===== config.mk =====
export PLATFORM = sky130hd
export DESIGN_NAME = bcd_serial_adder_n
export DESIGN_NICKNAME = d
export VERILOG_FILES = /design/src/rtl/bcd_serial_adder_n.sv
export SDC_FILE = /design/constraint.sdc
export NUM_CORES = 1
export LEC_CHECK = 0
export CAP_MARGIN = 0
export CORE_ASPECT_RATIO = 1.2
export CORE_MARGIN = 1
export CORE_UTILIZATION = 55
export CTS_BUF_LIST = sky130_fd_sc_hd__clkbuf_4
export CTS_CLUSTER_DIAMETER = 120
export DETAILED_ROUTE_END_ITERATION = 16
export HOLD_SLACK_MARGIN = 0.1
export PLACE_DENSITY = 0.83
export SETUP_SLACK_MARGIN = 0.05
export SLEW_MARGIN = 20
export SYNTH_ARGS = -nofsm -noshare
export SYNTH_HDL_FRONTEND = slang
export SYNTH_SLANG_ARGS = --single-unit

===== constraint.sdc =====
create_clock -name Clk_in -period 8.1 [get_ports Clk_in]
set_clock_uncertainty 0.1 [all_clocks]
set_input_delay 1.215 -clock Clk_in [delete_from_list [all_inputs] [get_ports Clk_in]]
set_output_delay 1.215 -clock Clk_in [all_outputs]
set_load 0.1 [all_outputs]

===== src/rtl/bcd_serial_adder_n.sv =====
// Digit-serial packed-BCD adder/subtractor: one decimal digit per clock, LSB digit first,
// with start/done handshake, nines-complement subtract and sticky invalid-digit flag.
module bcd_serial_adder_n #(
   parameter int DIGITS = 4
) (
   input  logic                  Clk_in,
   input  logic                  Rst_in,
   input  logic                  Start_in,
   input  logic                  Sub_in,
   input  logic [4*DIGITS-1:0]   X_in,
   input  logic [4*DIGITS-1:0]   Y_in,
   input  logic                  C_in,
   output logic                  Busy_out,
   output logic                  Done_out,
   output logic [4*DIGITS-1:0]   Z_out,
   output logic                  C_out,
   output logic                  Err_out
);

   localparam int W     = 4 * DIGITS;
   localparam int CNT_W = (DIGITS > 1) ? $clog2(DIGITS) : 1;

   typedef enum logic [1:0] {
      S_IDLE,
      S_RUN,
      S_DONE
   } state_t;

   state_t             state, state_nxt;
   logic [CNT_W-1:0]   dig_cnt;
   logic [W-1:0]       x_sh, y_sh, z_acc;
   logic               sub_q, carry_q, err_acc;

   logic               accept, last_dig;
   logic [3:0]         x_dig, y_dig, y_eff, dig_out;
   logic [4:0]         sum;
   logic               carry_nxt, dig_bad;
   logic [W+3:0]       z_ext;
   logic [W-1:0]       z_new;

   // Busy_out is low in DONE, so a back-to-back request is taken there too.
   assign accept   = Start_in && (state != S_RUN);
   assign last_dig = (dig_cnt == CNT_W'(DIGITS - 1));

   // Single-digit BCD cell, reused for every digit position.
   always_comb begin
      x_dig     = x_sh[3:0];
      y_dig     = y_sh[3:0];
      y_eff     = sub_q ? (4'd9 - y_dig) : y_dig;
      sum       = {1'b0, x_dig} + {1'b0, y_eff} + {4'b0, carry_q};
      dig_out   = sum[3:0];
      carry_nxt = 1'b0;
      if (sum > 5'd9) begin
         dig_out   = 4'(sum + 5'd6);
         carry_nxt = 1'b1;
      end
      dig_bad   = (x_dig > 4'd9) || (y_dig > 4'd9);
      // New digit enters at the top; after DIGITS shifts digit 0 sits in [3:0].
      z_ext     = {dig_out, z_acc} >> 4;
      z_new     = z_ext[W-1:0];
   end

   // NOTE: sequential state uses non-blocking assignments so every register samples
   // pre-edge values regardless of statement order.
   always_ff @(posedge Clk_in or posedge Rst_in) begin
      if (Rst_in) state <= S_IDLE;
      else        state <= state_nxt;
   end

   // NOTE: default assignment first so no path through the case leaves state_nxt
   // unassigned, which would infer a latch.
   always_comb begin
      state_nxt = state;
      case (state)
         S_IDLE:  if (Start_in) state_nxt = S_RUN;
         S_RUN:   if (last_dig) state_nxt = S_DONE;
         S_DONE:  state_nxt = Start_in ? S_RUN : S_IDLE;
         default: state_nxt = S_IDLE;
      endcase
   end

   always_comb begin
      Busy_out = (state == S_RUN);
      Done_out = (state == S_DONE);
   end

   always_ff @(posedge Clk_in or posedge Rst_in) begin
      if (Rst_in) begin
         dig_cnt <= '0;
         x_sh    <= '0;
         y_sh    <= '0;
         z_acc   <= '0;
         sub_q   <= 1'b0;
         carry_q <= 1'b0;
         err_acc <= 1'b0;
         Z_out   <= '0;
         C_out   <= 1'b0;
         Err_out <= 1'b0;
      end else if (accept) begin
         dig_cnt <= '0;
         x_sh    <= X_in;
         y_sh    <= Y_in;
         sub_q   <= Sub_in;
         carry_q <= Sub_in | C_in;
         err_acc <= 1'b0;
      end else if (state == S_RUN) begin
         dig_cnt <= dig_cnt + CNT_W'(1);
         x_sh    <= x_sh >> 4;
         y_sh    <= y_sh >> 4;
         z_acc   <= z_new;
         carry_q <= carry_nxt;
         err_acc <= err_acc | dig_bad;
         // Results are published only on completion; they hold through the next run.
         if (last_dig) begin
            Z_out   <= z_new;
            C_out   <= carry_nxt;
            Err_out <= err_acc | dig_bad;
         end
      end
   end

endmodule


* Word level (Yosys, flattened, before mapping)
Cells that the tools add are included.
Widths: inputs -> output; s select.
** Word-level totals
- Input bits :: 37
- Word-level logic and storage cells :: 52
- Output and inout port bits :: 20
- Register bits after elaboration :: 73
** Operators by class
- $lt $le $gt $ge :: 3
- Bitwise operators :: 3
- Reduce and logical (&&, ||, !) cells :: 7
- Equality and inequality tests :: 6
- Mux-type cells :: 17
- Add/sub/neg operators :: 5
** Operators with widths (number)
- $mux 16 :: 4
- $gt 4x4->1 const B :: 2
- $mux 2 :: 4
- $mux 4 :: 2
- $mux 1 :: 6
- $pmux 2 s3 :: 1
- $add 4x4->5 :: 1
- $add 5x1->5 :: 1
- $gt 5x4->1 const B :: 1
- $add 4x3->4 const B :: 1
- $eq 2x2->1 const B :: 2
- $ne 2x1->1 const B :: 2
- $reduce_and 2->1 :: 2
- $sub 4x4->4 const A :: 1
- $reduce_and 3->1 :: 1
- $add 2x1->2 const B :: 1
- $eq 2x1->1 const B :: 1
- $logic_not 2->1 :: 1
- $ne 2x2->1 const B :: 1
- $or 1x1->1 :: 2
- $reduce_bool 2->1 :: 1
- $logic_and 1x1->1 :: 1
- $logic_or 1x1->1 :: 1
- $not 1->1 :: 1

* Depth between registers and ports, before layout
- Word-level depth :: 8
- Depth in mapped cells :: 10
- Depth with buffers taken out :: 10

* Worst setup path before layout
No wires, ideal clock.
- Path kind :: register -> output
- Start :: register state[1]
- End :: output Busy_out
- Arrival time :: 1751 ps
- Slack :: 5034 ps
- Path buffers :: 2
- Stages on the path, launching flop included :: 5
- Data required time :: 6785 ps
- Path through :: dfrtp_1 nand2b_1 buf_2 inv_2 clkbuf_1
** Between the ends
- Cells in the longest elaborated chain, start to end :: 1
** Ends and longest elaborated chain
- start, declared :: RTL line 29 : state_t state, state_nxt;
- start signal, assigned :: RTL line 67 : else state <= state_nxt;
- $eq 2x1->1 :: RTL line 83 : Busy_out = (state == S_RUN);
- end, declared :: RTL line 13 : output logic Busy_out,
No other way between the ends.

* Worst setup path after layout
Ends and elaborated chain as after synthesis.

==> impl_metrics.py <==
metrics = {
    "synth": {
        "synth-edff-count": 0,
        "synthAdderAreaFrac_pct": 3.608,
        "synth_fp_nets": 367,
        "yosysSeqAreaShare_pct": 54.12,
        "async_flop_share_pct": 100.0,
        "synthFlopType": "dfrtp_1",
        "synthCells": 322,
        "synthXorXnorAreaFrac_pct": 1.922,
        "synth_top_area_share_pct": 54.12,
        "synth-seq-cells": 69,
        "synthSimpleGateAreaFrac_pct": 15.76,
        "ys_warn_count": 0,
        "synth_compound_area_share_pct": 10.35,
        "syn-cell-area_mm2": 0.003191,
        "avgSynthCellArea_um2": 9.909,
        "synth_cell_type_count": 35,
        "yosysTopAreaCell": "dfrtp_1",
        "synthMuxAreaShare_pct": 10.82,
        "synthTopCellsByArea": "dfrtp_1, nand2_1, mux2i_1",
        "synth_top_family_by_area": "simple AND/OR/NAND/NOR gates",
    },
    "clocking": {
        "h-tree-depth": 3,
        "cts_resized": 0,
        "clock_latency_ns": 0.41,
        "root_buffer": "clkbuf_4",
        "postCtsSetupRepairBufs": 0,
        "cts_inserted_buffers": 9,
        "cts_tree": "yes",
        "clk_pin_slew_ns": 0.10,
        "cts_buffer_depth": 2,
        "clock_sinks": 69,
        "cts_hold_buffers": 0,
    },
    "place": {
        "gp_congestion": 0.7610,
        "io_buffers": 56,
        "hpwl_um": 3887,
    },
    "layout": {
        "antennaDiodeCount": 0,
        "layout-area-overhead-vs-synth_pct": 22.86,
        "nFillCells": 455,
        "finalNetCount": 418,
        "drive_gt1_share_pct": 7.937,
    },
    "detailed_routing": {
        "via_per_inst": 5.278,
        "wl_um": 5670,
        "drc": 0,
        "vias": 2333,
        "drt-initial-drc-count": 132,
        "antenna_left": 0,
        "wl_per_cell_um": 12.83,
        "dr.pass1.iters": 4,
    },
    "worst_setup_path": {
        "startpoint_type": "flip-flop",
        "critPathMaxFanout": 73,
        "critPathArrivalTime_ns": 3.52,
        "cp-end-kind": "output port",
        "worstSetupPathType": "reg2out",
        "max_stage_delay_ns": 1.29,
        "path_cells": "nand2b_1 > inv_2 > clkdlybuf4s50_1",
        "required_ns": 6.78,
        "cpMaxStageDelayCell": "clkdlybuf4s50_1",
    },
    "sta": {
        "setup_viol": 0,
        "finalSetupTns_ns": 0,
        "worst_pin_slew_ns": 1.030,
        "max_slew_margin_pct": 31.21,
        "finalHoldViolCount": 0,
        "min_period_over_period_pct": 59.64,
        "rsz0062_at_grt": "false",
        "slew_viol_final": 0,
        "fin_crit_ns": 4.831,
        "max_freq_ghz": 0.2070,
    },
    "die": {
        "fp.dieW_um": 71.53,
        "pin_count": 57,
        "initial_core_util_pct": 56.67,
        "die_height_um": 85.44,
        "row_count": 30,
        "die_area_mm2": 0.006111,
        "core_mm2": 0.005630,
    },
    "grt": {
        "grt_max_degree": 74,
        "grt_pass1_wl_um": 9763,
        "grt_pass1_vias": 2248,
        "antenna_found_initial": 0,
        "overflow": 0,
        "grt_usage_pct": 20.97,
    },
    "job": {
        "cap_violations": 0,
    },
    "worst_hold_path": {
        "min_path_type": "reg2reg",
    },
    "run_status": {
        "status": "finished clean",
    },
}
==> path summary, 6_finish.rpt <==
check,startpoint,end,slack [ns],cells past startpoint
min reg2reg,Z_out[11]$_DFFE_PP0P_,Z_out[11]$_DFFE_PP0P_,0.38,2
max in group asynchronous,Rst_in,Z_out[13]$_DFFE_PP0P_,6.09,3
min,Z_out[11]$_DFFE_PP0P_,Z_out[11]$_DFFE_PP0P_,0.38,2
min in group asynchronous,Rst_in,Z_out[4]$_DFFE_PP0P_,1.25,3
max reg2reg,state[1]$_DFFE_PP0P_,Z_out[14]$_DFFE_PP0P_,4.82,6
max,state[1]$_DFFE_PP0P_,Busy_out,3.27,3
==> Yosys cell counts (3+ instances only) <==
cell type / count
or3_1: 3
dfrtp_1: 69
inv_1: 8
o211ai_1: 3
nand2_1: 100
clkbuf_1: 10
o21ai_0: 38
ha_1: 6
nor2_1: 12
nand3_1: 3
buf_2: 6
mux2i_1: 33
a21oi_1: 3
==> metal layers <==
metal	GRT usage, %	up-vias	wire [um]
li1	-	1174	-
met3	5.344	11	237
met2	35.93	59	2849
met1	24.40	1089	2460
met5	0	-	0
met4	10.34	0	123
==> sequential cells by signal (all words and copies together), names as in the netlist <==
| register | cells |
|---|---|
| dig_cnt | 2 |
| C_out | 1 |
| x_sh | 16 |
| y_sh | 16 |
| Err_out | 1 |
| sub_q | 1 |
| state | 2 |
| err_acc | 1 |
| z_acc | 12 |
| Z_out | 16 |
| carry_q | 1 |
==> worst max-delay path: cells and delay by family, from the launching register on <==
kind | cells | cell delay (ns)
buffers and inverters | 2 | 2.21
DFF | 1 | 0.39
and+or+nand+nor | 1 | 0.48
==> layout by cell type, fill, tap and decap left out, drive strengths merged, types with 3 or more instances in the layout <==
master	count
a21oi	4
clkbuf	9
clkdlybuf4s50	55
clkinv	4
dfrtp	69
ha	6
inv	10
mux2i	33
nand2	101
nand3	3
nor2	12
o211ai	3
o21ai	38
or3	3
xnor2	4
==> per-stage QoR <==
| stage | util, % | instance area (um2) | std cells | worst slack, ns | hold slack [ns] |
|---|---|---|---|---|---|
| 2_1_floorplan | - | 3191 | 322 | 5.034 | 0.3386 |
| 3_3_place_gp | 66.82 | 3762 | 426 | 3.758 | 0.3562 |
| 3_5_place_dp | 66.82 | 3762 | 426 | 3.731 | 0.3616 |
| 4_1_cts | 69.62 | 3920 | 442 | 3.266 | 0.3872 |
| 5_1_grt | 69.62 | 3920 | 442 | 3.025 | 0.4016 |
| 6_report | 69.62 | 3920 | 442 | 3.269 | 0.3794 |
==> area by class of cell <==
cell class	count	area, um2	area share (%)
repair buffers	57	563.0	14.36
inverters	10	37.54	0.9575
clock inverters	7	90.09	2.298
multi-input cells	226	1355	34.57
well taps	64	80.08	2.043
clock buffers	9	67.56	1.724
flip-flops and latches	69	1727	44.05
==> cell families after synthesis <==
| group | count (synthesis) |
|---|---|
| buffers and inverters | 27 |
| flip-flops | 69 |
| AO/OA/AOI/OAI | 54 |
| adder cells (fa/ha/maj) | 8 |
| XOR/XNOR | 4 |
| AND/OR/NAND/NOR | 126 |
| multiplexers | 34 |
Power is not shown: default switching activity piles up to over one toggle a cycle in this logic, so the estimate is an artifact.
